**config.mk**
```make
export PLATFORM = sky130hd
export DESIGN_NAME = nbit_pattern_ctrl
export DESIGN_NICKNAME = d
export VERILOG_FILES = /design/src/rtl/pattern_ctrl_pkg.sv /design/src/rtl/pattern_step.sv /design/src/rtl/nbit_pattern_ctrl.sv
export SDC_FILE = /design/constraint.sdc
export NUM_CORES = 1
export LEC_CHECK = 0
export CORE_MARGIN = 5
export CORE_UTILIZATION = 56
export CTS_CLUSTER_SIZE = 28
export DETAILED_ROUTE_END_ITERATION = 10
export PLACE_DENSITY = 0.84
export SYNTH_ARGS = -nofsm -noshare
export SYNTH_HDL_FRONTEND = slang
export SYNTH_SLANG_ARGS = --single-unit
```
**constraint.sdc**
```tcl
create_clock -name clk -period 6.5 [get_ports clk]
set_input_delay 0.65 -clock clk [delete_from_list [all_inputs] [get_ports clk]]
set_output_delay 0.65 -clock clk [all_outputs]
set_load 0.01 [all_outputs]
```
**src/rtl/pattern_ctrl_pkg.sv**
```systemverilog
// Shared types and seed helpers for the n-bit pattern sequencing controller.
// Contents:
//   mode_t  - pattern family selected by a command (BINARY/RING/JOHNSON/GRAY)
//   state_t - controller FSM states (IDLE/RUN/DONE)
//   seed_q  - first pattern value of a command, for any width n (cast to n bits)
//   seed_b  - starting value of the internal binary count used by GRAY
package pattern_ctrl_pkg;

  typedef enum logic [1:0] {
    BINARY  = 2'd0,
    RING    = 2'd1,
    JOHNSON = 2'd2,
    GRAY    = 2'd3
  } mode_t;

  typedef enum logic [1:0] {
    IDLE = 2'd0,
    RUN  = 2'd1,
    DONE = 2'd2
  } state_t;

  // Seeds are produced at the widest supported width; callers size-cast to n.
  localparam int unsigned SEED_W = 64;

  // RING starts with a single hot bit in the LSB; every other family starts at 0.
  function automatic logic [SEED_W-1:0] seed_q(input mode_t mode);
    return (mode == RING) ? SEED_W'(1) : '0;
  endfunction

  function automatic logic [SEED_W-1:0] seed_b();
    return '0;
  endfunction

endpackage

```
**src/rtl/pattern_step.sv**
```systemverilog
// Combinational single-step advance for the n-bit pattern families.
// Ports:
//   mode  - pattern family
//   q     - current pattern value
//   b     - current internal binary count (only meaningful for GRAY)
//   q_nxt - next pattern value
//   b_nxt - next internal binary count (held for non-GRAY modes)
module pattern_step
  import pattern_ctrl_pkg::*;
#(
  parameter int n = 4
) (
  input  mode_t          mode,
  input  logic [n-1:0]   q,
  input  logic [n-1:0]   b,
  output logic [n-1:0]   q_nxt,
  output logic [n-1:0]   b_nxt
);

  always_comb begin
    q_nxt = q;
    b_nxt = b;
    case (mode)
      BINARY:  q_nxt = q + n'(1);
      RING:    q_nxt = {q[0], q[n-1:1]};
      JOHNSON: q_nxt = {~q[0], q[n-1:1]};
      GRAY: begin
        // Gray output is derived from a hidden binary count so that the
        // sequence is exact even across wrap-around.
        b_nxt = b + n'(1);
        q_nxt = b_nxt ^ (b_nxt >> 1);
      end
      default: q_nxt = q;
    endcase
  end

endmodule

```
**src/rtl/nbit_pattern_ctrl.sv**
```systemverilog
// Command-driven sequencer for n-bit pattern counters (binary, ring, Johnson,
// Gray). One command at a time is accepted via cmd_valid/cmd_ready; the
// controller then emits exactly cmd_len pattern values, one per unpaused
// cycle, followed by a one-cycle done pulse.
// Ports:
//   clk, rst          - clock, synchronous active-high reset
//   cmd_valid/ready   - command handshake (ready only in IDLE)
//   cmd_mode, cmd_len - pattern family and number of values to emit
//   pause, abort      - stream freeze / early termination (RUN only)
//   q, q_valid        - pattern value and new-element strobe
//   busy              - command in progress (RUN or DONE)
//   done, aborted     - end-of-command pulse and its abort qualifier
module nbit_pattern_ctrl
  import pattern_ctrl_pkg::*;
#(
  parameter int n  = 4,
  parameter int LW = 8
) (
  input  logic          clk,
  input  logic          rst,
  input  logic          cmd_valid,
  output logic          cmd_ready,
  input  logic [1:0]    cmd_mode,
  input  logic [LW-1:0] cmd_len,
  input  logic          pause,
  input  logic          abort,
  output logic [n-1:0]  q,
  output logic          q_valid,
  output logic          busy,
  output logic          done,
  output logic          aborted
);

  state_t        state, state_nxt;
  mode_t         mode_r, mode_nxt;
  logic [LW-1:0] rem_r, rem_nxt;
  logic [n-1:0]  b_r, b_nxt;
  logic [n-1:0]  q_nxt;
  logic          q_valid_nxt, done_nxt, aborted_nxt;
  logic [n-1:0]  step_q, step_b;
  mode_t         cmd_mode_t;

  assign cmd_mode_t = mode_t'(cmd_mode);
  assign cmd_ready  = (state == IDLE);
  assign busy       = (state != IDLE);

  pattern_step #(.n(n)) u_step (
    .mode  (mode_r),
    .q     (q),
    .b     (b_r),
    .q_nxt (step_q),
    .b_nxt (step_b)
  );

  always_comb begin
    state_nxt   = state;
    mode_nxt    = mode_r;
    rem_nxt     = rem_r;
    b_nxt       = b_r;
    q_nxt       = q;
    q_valid_nxt = 1'b0;
    done_nxt    = 1'b0;
    aborted_nxt = 1'b0;
    case (state)
      IDLE: begin
        // cmd_ready is high throughout IDLE, so cmd_valid alone accepts.
        if (cmd_valid) begin
          mode_nxt = cmd_mode_t;
          if (cmd_len == '0) begin
            state_nxt = DONE;
            done_nxt  = 1'b1;
          end else begin
            state_nxt   = RUN;
            q_nxt       = n'(seed_q(cmd_mode_t));
            b_nxt       = n'(seed_b());
            q_valid_nxt = 1'b1;
            // The seed counts as the first element.
            rem_nxt     = cmd_len - LW'(1);
          end
        end
      end
      RUN: begin
        if (abort) begin
          state_nxt   = DONE;
          done_nxt    = 1'b1;
          aborted_nxt = 1'b1;
        end else if (pause) begin
          state_nxt = RUN;
        end else if (rem_r == '0) begin
          state_nxt = DONE;
          done_nxt  = 1'b1;
        end else begin
          q_nxt       = step_q;
          b_nxt       = step_b;
          q_valid_nxt = 1'b1;
          rem_nxt     = rem_r - LW'(1);
        end
      end
      DONE: begin
        state_nxt = IDLE;
      end
      default: begin
        state_nxt = IDLE;
      end
    endcase
  end

  // Control and visible outputs: reset to their idle values.
  always_ff @(posedge clk) begin
    if (rst) begin
      state   <= IDLE;
      q       <= '0;
      q_valid <= 1'b0;
      done    <= 1'b0;
      aborted <= 1'b0;
    end else begin
      state   <= state_nxt;
      q       <= q_nxt;
      q_valid <= q_valid_nxt;
      done    <= done_nxt;
      aborted <= aborted_nxt;
    end
  end

  // Command context: always reloaded on acceptance before it is used.
  always_ff @(posedge clk) begin
    mode_r <= mode_nxt;
    rem_r  <= rem_nxt;
    b_r    <= b_nxt;
  end

endmodule

```
### Yosys cells after proc, flatten, opt, wreduce, memory -nomap -nowiden

Cells that the tools add are included.
W data, S select, Z words.

| storage, ports and cells | value |
|---|---|
| register bits | 23 |

| cells by class | value |
|---|---|
| add/sub/neg operators | 4 |
| equal/unequal tests | 12 |
| multiplexer cells | 40 |
| bitwise gates (word level) | 3 |
| reduce and logical (&&, ||, !) cells | 11 |

Operator list:

| cell | number |
|---|---|
| $mux W4 | 11 |
| $mux W8 | 5 |
| $logic_not A8 Y1 | 2 |
| $pmux W4 S2 | 2 |
| $pmux W4 S4 | 1 |
| $pmux W8 S2 | 1 |
| $sub A8 B1 Y8 const B | 2 |
| $mux W1 | 12 |
| $mux W2 | 5 |
| $ne A2 B2 Y1 const B | 5 |
| $add A4 B1 Y4 const B | 2 |
| $reduce_and A7 Y1 | 1 |
| $eq A2 B1 Y1 const B | 3 |
| $reduce_and A6 Y1 | 1 |
| $eq A2 B2 Y1 const B | 2 |
| $logic_not A2 Y1 | 2 |
| $ne A4 B4 Y1 const B | 1 |
| $pmux W1 S2 | 2 |
| $pmux W2 S2 | 1 |
| $reduce_and A2 Y1 | 2 |
| $reduce_bool A2 Y1 | 2 |
| $xor A4 B3 Y4 | 1 |
| $ne A2 B1 Y1 const B | 1 |
| $not A1 Y1 | 2 |
| $reduce_or A2 Y1 | 1 |

### Longest topological paths before layout

| depth | value |
|---|---|
| depth after elaboration | 7 |
| mapped depth | 9 |
| mapped depth without buffers | 7 |

### Hierarchy

Synthesis repeated with hierarchy kept, for this count alone.

| second synthesis, totals | value |
|---|---|
| cells, all modules | 135 |
| area, all modules | 1427.6 um^2 |

Modules (own cells, without submodules):

| module | instances | cells each | area an instance (um^2) |
|---|---|---|---|
| nbit_pattern_ctrl | 1 | 97 | 1151.1 |
| pattern_step | 1 | 38 | 276.5 |

### Worst setup path after synthesis

Ideal clock, no wire load.

| timing | value |
|---|---|
| path kind | reg-to-reg |
| start point | register state[0] |
| end point | register rem_r[4] (data pin) |
| arrival | 1.920 ns |
| data required time | 6.237 ns |
| path slack | 4.317 ns |
| cell stages (with the launch flop) | 9 |
| buffers on the path | 1 |
| clock period less this slack | 2.183 ns |
| cells stage by stage | dfxtp_1 -> nor2b_1 -> buf_2 -> mux2i_1 -> ha_1 -> inv_1 -> a2111oi_0 -> xnor2_1 -> mux2i_1 |

| on the way | value |
|---|---|
| longest elaborated chain between the ends | 2 |
| elaborated cells between the ends (all ways) | 3 |
| those cells by class | eq/ne (1); mux (1); reduce/logical (1) |

RTL lines:

| what | RTL line | source |
|---|---|---|
| from (decl) | nbit_pattern_ctrl.sv:34 | `state_t state, state_nxt;` |
| from (signal assigned) | nbit_pattern_ctrl.sv:117 | `state <= state_nxt;` |
| $eq A2 B1 Y1 or $logic_not A2 Y1 (tied branches) | nbit_pattern_ctrl.sv:64 | `case (state)` |
| $pmux W8 S2 * | nbit_pattern_ctrl.sv:64 |  |
| net rem_nxt[4] | nbit_pattern_ctrl.sv:36 | `logic [LW-1:0] rem_r, rem_nxt;` |
| to (signal assigned) | nbit_pattern_ctrl.sv:128 | `rem_r <= rem_nxt;` |
| to (decl) | nbit_pattern_ctrl.sv:36 |  |

The timed path passes the listed nets; every way through them passes the cells marked *.
A chain may end at the register's enable or synchronous reset.

### Final worst setup path

Ends and elaborated chain as after synthesis.

==> results.toml <==
[drt]
antenna_left = 0
routed_wl_um = 3030
post_drt_wl_per_cell_um = 17.0
drtIter0Drc = 43
drc = 0
first_pass_iters = 4
vias_per_cell = 6.17
via_count = 1099

[timing]
worstMarginPinSlew_ns = 0.902
fin_setup_tns_ns = 0
min_period_ns = 2.85
fin_skew_ns = 0.00769
finalHoldViolCount = 0
max_slew_margin = 0.398
setup_viol = 0
slew_violations = 0
fmax_ghz = 0.350
post-route-period-util = 0.439
rsz0062_at_grt = "false"

[synth]
ys_async_sr_fraction = 0
synth_top_area_cell = "edfxtp_1"
synth-edff-count = 14
postSynthNetCount = 145
netlist.area_leader.share = 0.311
syn_area_per_cell_um2 = 10.7
netlist_area_um2 = 1350
ys.flop_type = "edfxtp_1"
synth.distinct_cells = 45
ys_ff_latch = 23
synthTopCellsByCount = "edfxtp_1, dfxtp_1, xnor2_1"
yosysSeqAreaShare = 0.444
yosysMostFrequentCell = "edfxtp_1"
synth_area_leaders = "edfxtp_1, dfxtp_1, xnor2_1"
syn_inst = 127
yosysWarnings = 0

[setup_path]
crit_start = "state[0]$_SDFFE_PP0P_"
setup.worst_path.class = "register to register"
rrSetupSlack_ns = 3.65
regToRegEndpoint = "rem_r[4]$_DFFE_PP_"
critPathMaxFanout = 10
cp-start-kind = "register"
cp.arrival_ns = 2.92
r2r_cells = 7
crit_path_end_kind = "register"
reg2reg_from = "state[0]$_SDFFE_PP0P_"
required_ns = 6.56

[power_and_ir_drop]
switching_power_w = 0.0000978
total_power_w = 0.000331
pwr-share-seq = 0.553
ir_drop_mv = 0.147
netSwitchingFraction = 0.296
power_frac_clock = 0.207
power.internal_w = 0.000233
power.density_nw_per_um2 = 205
combPwrFrac = 0.239
leakage_nw = 0.556

[cts]
cts-resized-gates = 0
htreeDepth = 1
holdBufCountCts = 0
cts_tree = "yes"
root_buffer = "clkbuf_4"
clk_pin_slew_ns = 0.13
numCtsBuffers = 3
cts.sinks = 23
cts_setup_buffers = 0
clk_path_buf_depth = 2
clk_latency_ns = 0.32

[floorplanning]
die_area_um2 = 3500
initial_utilization = 0.600
die_y_um = 59.2
die_x_um = 59.2
io_pins = 24
core_um2 = 2250
rows = 17

[finish]
syn2layout_area_growth_pct = 19.3
antennaDiodeCount = 0
fin_nets = 169
drive_gt1_frac = 0.0533

[global_route]
grt_usage = 0.194
grt_max_degree = 14
grt-ovfl-total = 0
antenna_found_initial = 0
grt_pass1_vias = 1065
grt_pass1_wl_um = 5060

[min_path]
whs_endpoint = "q[3]$_SDFFE_PP0P_"
hold_path_depth = 2
hold_path.class = "register to register"
min_from = "q[3]$_SDFFE_PP0P_"

[place]
gp_congestion = 0.894
io_buffers = 23
dp_hpwl_um = 2390

[run_status]
outcome = "finished, final reports clean"

[job]
cap_violations = 0
-- power groups by stage --
stage | combinational (W) | sequential [W] | clock [W]
global placement | 0.0000766 | 0.000185 | 0
floorplan | 0.0000527 | 0.000183 | 0
detailed placement | 0.0000793 | 0.000186 | 0
global route | 0.0000864 | 0.000185 | 0.0000755
CTS | 0.0000794 | 0.000183 | 0.0000691
finish | 0.0000793 | 0.000183 | 0.0000686
-- metrics by stage --
stage	cell area, um2	hold WS (ns)	cells	utilization	setup slack, ns
floorplan	1350	0.509	127	-	4.32
global placement	1590	0.506	174	0.704	3.77
detailed placement	1590	0.545	174	0.704	3.63
CTS	1620	0.558	178	0.716	3.63
global route	1620	0.606	178	0.716	3.34
finish	1620	0.552	178	0.716	3.65
-- final cells by class --
class / count / area (um2)
Clock buffer: 3 / 22.5
Clock inverter: 1 / 5.00
Fill cell: 181 / 639
Inverter: 5 / 18.8
Multi-Input combinational cell: 95 / 703
Sequential cell: 23 / 601
Tap cell: 28 / 35.0
Timing Repair Buffer: 23 / 230
-- cell usage in the layout, fill, tap and decap left out, drive strengths merged, types with 2 or more instances in the layout --
cell | netlist | final
clkdlybuf4s50 | 0 | 23
edfxtp | 14 | 14
xnor2 | 9 | 9
dfxtp | 9 | 9
nor2 | 8 | 8
mux2i | 7 | 7
a21oi | 7 | 7
xor2 | 6 | 6
inv | 5 | 5
or4 | 4 | 4
nand2 | 4 | 4
nor3 | 3 | 3
a211oi | 3 | 3
nand3 | 3 | 3
ha | 3 | 3
clkbuf | 1 | 3
o21ai | 3 | 3
nand2b | 3 | 3
nor2b | 2 | 2
nor3b | 2 | 2
nand4 | 2 | 2
a2111oi | 2 | 2
and2 | 2 | 2
nand3b | 2 | 2
a21o | 2 | 2
a222oi | 2 | 2
o211ai | 2 | 2
-- cells by family after synthesis --
kind of cell               count (synthesis)  synth area share
buffers and inverters                      9            0.0370
AOI/OAI and AO/OA                         30             0.162
adders and majority gates                  3            0.0277
DFF                                       23             0.444
muxes                                      8            0.0601
and+or+nand+nor                           39             0.173
xor gates and xnor gates                  15            0.0970
-- state kept, by name, indices dropped and copies added (netlist names) --
name     count
rem_r        8
b_r          4
q            4
mode_r       2
state        2
aborted      1
done         1
q_valid      1
-- worst max-delay path by stage --
stage,end,slack (ns),cells past startpoint
floorplan,rem_r[4]$_DFFE_PP_,4.32,8
global placement,rem_r[4]$_DFFE_PP_,3.77,7
detailed placement,rem_r[4]$_DFFE_PP_,3.63,7
CTS,rem_r[4]$_DFFE_PP_,3.63,7
global route,rem_r[4]$_DFFE_PP_,3.34,7
finish,rem_r[4]$_DFFE_PP_,3.65,7
-- worst max-delay path, stage by stage, from the launching register on --
cell       delay, ns
dfxtp_1         0.52
nor2b_1         0.77
mux2i_1         0.27
ha_1            0.22
inv_1           0.07
a2111oi_0       0.47
xnor2_1         0.18
mux2i_1         0.09
-- routing by layer --
| metal | share of wire | track usage | vias up |
|---|---|---|---|
| li1 | - | - | 529 |
| met1 | 0.43 | 0.250 | 536 |
| met2 | 0.51 | 0.326 | 30 |
| met3 | 0.041 | 0.0305 | 4 |
| met4 | 0.010 | 0.0744 | 0 |
| met5 | 0 | 0 | - |
Power figures use the tool's default switching activity.
